File: src/rtl/mask_centroid.sv
// Masked-pixel centroid: accumulates coordinates of flagged pixels over a frame, then
// divides by the pixel count with two parallel restoring dividers. Optional macro COM_MIN_COUNT_EN.
module mask_centroid #(
  parameter int H_W       = 11,
  parameter int V_W       = 10,
  parameter int COUNT_W   = 20,
  parameter int SUM_W     = 32,
  parameter int MIN_COUNT = 16
) (
  input  logic           clk_in,
  input  logic           rst_in,
  input  logic [H_W-1:0] x_in,
  input  logic [V_W-1:0] y_in,
  input  logic           valid_in,
  input  logic           tabulate_in,
  output logic [H_W-1:0] x_out,
  output logic [V_W-1:0] y_out,
  output logic           valid_out,
  output logic           busy_out
);

  localparam int ITER_W = (SUM_W > 1) ? $clog2(SUM_W) : 1;
  localparam logic [ITER_W-1:0] LAST_ITER = ITER_W'(SUM_W - 1);

`ifdef COM_MIN_COUNT_EN
  // Frames with fewer masked pixels than this are treated as speckle and dropped.
  localparam logic [COUNT_W-1:0] MIN_THR = COUNT_W'((MIN_COUNT > 1) ? MIN_COUNT : 1);
`else
  localparam logic [COUNT_W-1:0] MIN_THR = COUNT_W'((MIN_COUNT > 1) ? 1 : 1);
`endif

  typedef enum logic [1:0] {
    ACCUM  = 2'd0,
    DIVIDE = 2'd1,
    OUTPUT = 2'd2
  } state_t;

  state_t             state_q, state_d;
  logic [SUM_W-1:0]   sum_x_q, sum_x_d, sum_y_q, sum_y_d;
  logic [COUNT_W-1:0] count_q, count_d;
  logic [H_W-1:0]     x_out_q, x_out_d;
  logic [V_W-1:0]     y_out_q, y_out_d;

  logic [SUM_W-1:0]   dvd_x_q, dvd_x_d, dvd_y_q, dvd_y_d;
  logic [COUNT_W-1:0] rem_x_q, rem_x_d, rem_y_q, rem_y_d;
  logic [COUNT_W-1:0] dvs_q, dvs_d;
  logic [ITER_W-1:0]  iter_q, iter_d;

  logic [SUM_W-1:0]   sum_x_acc, sum_y_acc;
  logic [COUNT_W-1:0] count_acc;
  logic [COUNT_W:0]   step_x, step_y;
  logic [SUM_W-1:0]   quo_x, quo_y;

  // One restoring-division step: returns {quotient bit, new remainder}.
  function automatic logic [COUNT_W:0] div_step(input logic [COUNT_W-1:0] rem,
                                                input logic               msb,
                                                input logic [COUNT_W-1:0] dvs);
    logic [COUNT_W:0] trial;
    logic [COUNT_W:0] diff;
    trial = {rem, msb};
    diff  = trial - {1'b0, dvs};
    if (trial >= {1'b0, dvs}) begin
      div_step = {1'b1, diff[COUNT_W-1:0]};
    end else begin
      div_step = {1'b0, trial[COUNT_W-1:0]};
    end
  endfunction

  always_comb begin
    sum_x_acc = sum_x_q + (valid_in ? SUM_W'(x_in) : '0);
    sum_y_acc = sum_y_q + (valid_in ? SUM_W'(y_in) : '0);
    count_acc = (valid_in && (count_q != '1)) ? count_q + 1'b1 : count_q;
    step_x    = div_step(rem_x_q, dvd_x_q[SUM_W-1], dvs_q);
    step_y    = div_step(rem_y_q, dvd_y_q[SUM_W-1], dvs_q);
    quo_x     = {dvd_x_q[SUM_W-2:0], step_x[COUNT_W]};
    quo_y     = {dvd_y_q[SUM_W-2:0], step_y[COUNT_W]};
  end

  always_comb begin
    state_d = state_q;
    sum_x_d = sum_x_q;
    sum_y_d = sum_y_q;
    count_d = count_q;
    x_out_d = x_out_q;
    y_out_d = y_out_q;
    dvd_x_d = dvd_x_q;
    dvd_y_d = dvd_y_q;
    rem_x_d = rem_x_q;
    rem_y_d = rem_y_q;
    dvs_d   = dvs_q;
    iter_d  = iter_q;
    case (state_q)
      ACCUM: begin
        sum_x_d = sum_x_acc;
        sum_y_d = sum_y_acc;
        count_d = count_acc;
        if (tabulate_in) begin
          sum_x_d = '0;
          sum_y_d = '0;
          count_d = '0;
          if (count_acc >= MIN_THR) begin
            dvd_x_d = sum_x_acc;
            dvd_y_d = sum_y_acc;
            dvs_d   = count_acc;
            rem_x_d = '0;
            rem_y_d = '0;
            iter_d  = '0;
            state_d = DIVIDE;
          end
        end
      end
      DIVIDE: begin
        // Quotient bits shift into the dividend register as its bits are consumed.
        dvd_x_d = quo_x;
        dvd_y_d = quo_y;
        rem_x_d = step_x[COUNT_W-1:0];
        rem_y_d = step_y[COUNT_W-1:0];
        iter_d  = iter_q + 1'b1;
        if (iter_q == LAST_ITER) begin
          x_out_d = quo_x[H_W-1:0];
          y_out_d = quo_y[V_W-1:0];
          state_d = OUTPUT;
        end
      end
      OUTPUT: begin
        sum_x_d = sum_x_acc;
        sum_y_d = sum_y_acc;
        count_d = count_acc;
        state_d = ACCUM;
      end
      default: state_d = ACCUM;
    endcase
  end

  always_ff @(posedge clk_in) begin
    if (!rst_in) begin
      state_q <= ACCUM;
      sum_x_q <= '0;
      sum_y_q <= '0;
      count_q <= '0;
      x_out_q <= '0;
      y_out_q <= '0;
    end else begin
      state_q <= state_d;
      sum_x_q <= sum_x_d;
      sum_y_q <= sum_y_d;
      count_q <= count_d;
      x_out_q <= x_out_d;
      y_out_q <= y_out_d;
    end
  end

  // Divider datapath is always loaded before use, so it carries no reset.
  always_ff @(posedge clk_in) begin
    dvd_x_q <= dvd_x_d;
    dvd_y_q <= dvd_y_d;
    rem_x_q <= rem_x_d;
    rem_y_q <= rem_y_d;
    dvs_q   <= dvs_d;
    iter_q  <= iter_d;
  end

  assign x_out     = x_out_q;
  assign y_out     = y_out_q;
  assign valid_out = (state_q == OUTPUT);
  assign busy_out  = (state_q == DIVIDE);

endmodule

File: config.mk
export PLATFORM = sky130hd
export DESIGN_NAME = mask_centroid
export DESIGN_NICKNAME = d
export VERILOG_FILES = /design/src/rtl/mask_centroid.sv
export SDC_FILE = /design/constraint.sdc
export NUM_CORES = 1
export LEC_CHECK = 0
export ABC_AREA = 1
export BUFFER_PORTS_ARGS = -buffer_cell sky130_fd_sc_hd__buf_2
export CAP_MARGIN = 40
export CORE_MARGIN = 1.5
export CORE_UTILIZATION = 45
export CTS_BUF_LIST = sky130_fd_sc_hd__clkbuf_8
export CTS_CLUSTER_DIAMETER = 50
export CTS_CLUSTER_SIZE = 30
export DETAILED_ROUTE_END_ITERATION = 8
export PLACE_DENSITY_LB_ADDON = 0.05
export SLEW_MARGIN = 30
export SYNTH_ARGS = -nofsm -noshare
export SYNTH_HDL_FRONTEND = slang
export SYNTH_SLANG_ARGS = --single-unit
export TNS_END_PERCENT = 100
File: constraint.sdc
create_clock -name clk_in -period 5.1 [get_ports clk_in]
set_input_delay 0 -clock clk_in [delete_from_list [all_inputs] [get_ports clk_in]]
set_output_delay 0 -clock clk_in [all_outputs]
set_load 0.1 [all_outputs]
==> impl_metrics.json <==
{
  "min_path_type": "primary input to flip-flop",
  "ctsResizeCount": 0,
  "worstMarginPinSlew_ns": 0.8116,
  "yosys_warnings": 0,
  "via_per_inst": 5.241,
  "placedCellCount": 2296,
  "rows": 65,
  "final_nets": 2035,
  "worst_setup_path_end_kind": "flip-flop",
  "p_leak_nw": 6.754,
  "grt_pass1_vias": 11860,
  "multiInputGateArea_um2": 7316,
  "routabilityCongestion": 0.8973,
  "synth_top_area_share_pct": 27.08,
  "synthXorXnorAreaFrac_pct": 4.094,
  "clk_latency_ns": 0.61,
  "first_pass_iters": 5,
  "period_needed_ns": 3.614,
  "die-area_um2": 32860,
  "ys_ff_latch": 236,
  "die_y_um": 181.3,
  "final_cells": 2369,
  "clockBufferDepth": 3,
  "crit_fanout": 61,
  "drt_first_iter_violations": 809,
  "antennaDiodeCount": 0,
  "grt_max_degree": 87,
  "synth_fa_ha_area_share_pct": 6.158,
  "area.growth.synth_to_final_pct": 9.955,
  "critPathMaxStageDelay_ns": 0.59,
  "grt_setup_unrepaired": "false",
  "die_w_um": 181.3,
  "crit_path_start_kind": "flip-flop",
  "synth_top_family_by_area": "simple AND/OR/NAND/NOR gates",
  "drv_cap": 0,
  "num_io_pins": 48,
  "cts_tree": "yes",
  "wl_per_cell_um": 16.10,
  "syn_area_um2": 14300,
  "finalSetupViolCount": 0,
  "r2r_slack_ns": 1.49,
  "syn_inst": 1905,
  "antenna_left": 0,
  "seq_area_um2": 6017,
  "place_hpwl_um": 26860,
  "yosys.area_share.simple_pct": 28.57,
  "ys_types": 46,
  "grt_util_all_layers_pct": 23.31,
  "critPathKind": "flip-flop to flip-flop",
  "dr_total_vias": 12420,
  "cts.sinks": 236,
  "grt_overflow_total": 0,
  "cts_max_level": 1,
  "period_share_pct": 70.86,
  "synth-compound-area-share_pct": 12.20,
  "finalSetupTns_ns": 0,
  "cts_made_buffers": 31,
  "coreArea_um2": 31390,
  "slew_headroom_pct": 45.89,
  "post_cts_buffers": 0,
  "worstPathArrival_ns": 3.87,
  "slew_viol_final": 0,
  "status": "finished clean",
  "cts_hold_repair.buffers": 14,
  "io_buffers": 47,
  "drc": 0,
  "worstPathRequired_ns": 5.35,
  "synth-seq-area-share_pct": 42.06,
  "p_per_area_nw_per_um2": 322.4,
  "wirelength_um": 38150,
  "fmax_mhz": 276.7,
  "drive_gt1_share_pct": 8.439,
  "synth_fp_nets": 1998,
  "start_util_pct": 45.56,
  "clk_pin_slew_ns": 0.08,
  "grt_pass1_wl_um": 61800,
  "irDropWorstVdd_uv": 189.7,
  "n_fill_cell": 3126,
  "yosys.area.top_type": "edfxtp_1",
  "antenna_found_initial": 0,
  "cts_root_buf": "clkbuf_8",
  "slowest_stage": "nand2_4",
  "path_cells": "ha_1 -> inv_1 -> nor2_4 -> nand2_2 -> nor2_4 -> nand2_4 -> nand2_8 -> nand2_1 -> o21ai_1 -> nor2_1 -> nand2_1 -> nor2_2 -> nand3_2 -> nand3_1 -> nand2_4 -> buf_12",
  "avgSynthCellArea_um2": 7.509,
  "muxShareOfSynthArea_pct": 0,
  "clock_skew_ns": 0.02483,
  "hold_viol": 0,
  "yosys-top-cells-area": "edfxtp_1, nand2_1, dfxtp_1"
}
==> cells by family after synthesis <==
kind of cell | Yosys count
AO/OA/AOI/OAI | 330
XOR/XNOR | 66
adder cells (fa/ha/maj) | 68
buffers and inverters | 247
flip-flops | 236
AND/OR/NAND/NOR | 958
==> synthesized netlist by cell type (all sizes together) <==
master	number
nand3b	11
fa	4
nand2	584
nand4	27
clkbuf	40
a31oi	7
clkinv	1
xor2	34
or3	1
o211ai	4
nor3	21
or2	23
nor4	9
ha	64
a21boi	4
a21oi	174
edfxtp	129
and3	1
o211a	2
o21a	3
a31o	2
xnor2	32
o22ai	1
nand3	145
nor2	136
o21ai	121
o21bai	2
a21o	10
buf	25
inv	181
dfxtp	107
==> final cells by class <==
type	count	share of cell area, %
multi-input cells	1422	46.52
well taps	402	3.198
clock buffers	33	2.888
clock inverters	25	1.726
inverters	182	4.344
repair buffers	69	3.071
flip-flops and latches	236	38.26
==> cells in the final DEF (no fill, tap or decap), types with 3 or more instances in the layout <==
master and n:
dlygate4sd3_1 14, a21o_1 10, inv_1 178, nor3_1 21, inv_2 5, bufinv_16 4, a31oi_1 7, or2_2 23
o21ai_1 8, dfxtp_1 106, a21oi_1 173, nor4_1 9, nand2_2 7, a21boi_0 4, buf_2 47, edfxtp_1 129
inv_6 7, nand3b_1 11, nand3_1 143, xnor2_1 32, nand4_1 27, clkbuf_8 33, xor2_1 33, ha_1 64
nor2_1 125, o21a_1 3, nor2_2 7, buf_4 3, clkinv_1 3, clkinv_2 4, o211ai_1 3, nor2_4 4
fa_1 4, nand2_1 574, o21ai_0 113
==> state kept, by name, summed over array words and instances (netlist names) <==
| signal | cells |
|---|---|
| count_q | 20 |
| dvd_x_q | 32 |
| dvd_y_q | 32 |
| dvs_q | 20 |
| iter_q | 5 |
| rem_x_q | 20 |
| rem_y_q | 20 |
| state_q | 2 |
| sum_x_q | 32 |
| sum_y_q | 32 |
| x_out | 11 |
| y_out | 10 |
==> through the flow <==
step | power (mW) | setup WS (ns) | hold slack [ns] | area, um^2 | util (%)
after floorplan | 3.171 | 0.4108 | 0.1384 | 14300 | -
after global placement | 3.427 | 1.625 | 0.4153 | 14810 | 47.17
after detailed placement | 3.441 | 1.531 | 0.4287 | 14850 | 47.29
after CTS | 5.129 | 1.510 | 0.0003158 | 15710 | 50.05
after global routing | 5.361 | 1.223 | 0.05685 | 15730 | 50.10
final | 5.070 | 1.486 | 0.03037 | 15730 | 50.10
==> power breakdown <==
group,total (mW),internal [mW],switching (mW)
Combinational,1.14,0.377,0.762
Sequential,2.27,2.20,0.0723
Clock,1.66,0.841,0.818
==> critical path: cells and delay by family (launching register included) <==
family | cells | cell delay (ns)
and+or+nand+nor | 12 | 1.70
DFF | 1 | 0.48
adders and majority gates | 1 | 0.33
AOI/OAI and AO/OA | 1 | 0.18
buffers and inverters | 2 | 0.50
==> layer usage <==
layer	vias to the layer above	part of all wire [%]	track usage [%]
met5	-	0	0
met4	0	1.9	5.267
met3	41	4.1	2.620
met2	240	46	39.45
met1	5718	48	31.99
li1	6416	-	-
==> worst paths after layout <==
path                            startpoint         end  depth (start not counted)
worst min-delay path               x_in[5]  sum_x_q[5]                          7
worst min register to register  sum_x_q[5]  sum_x_q[5]                          2
worst max-delay path            count_q[0]  rem_y_q[6]                         16
worst max register to register  count_q[0]  rem_y_q[6]                         16
Power figures use the tool's default switching activity.
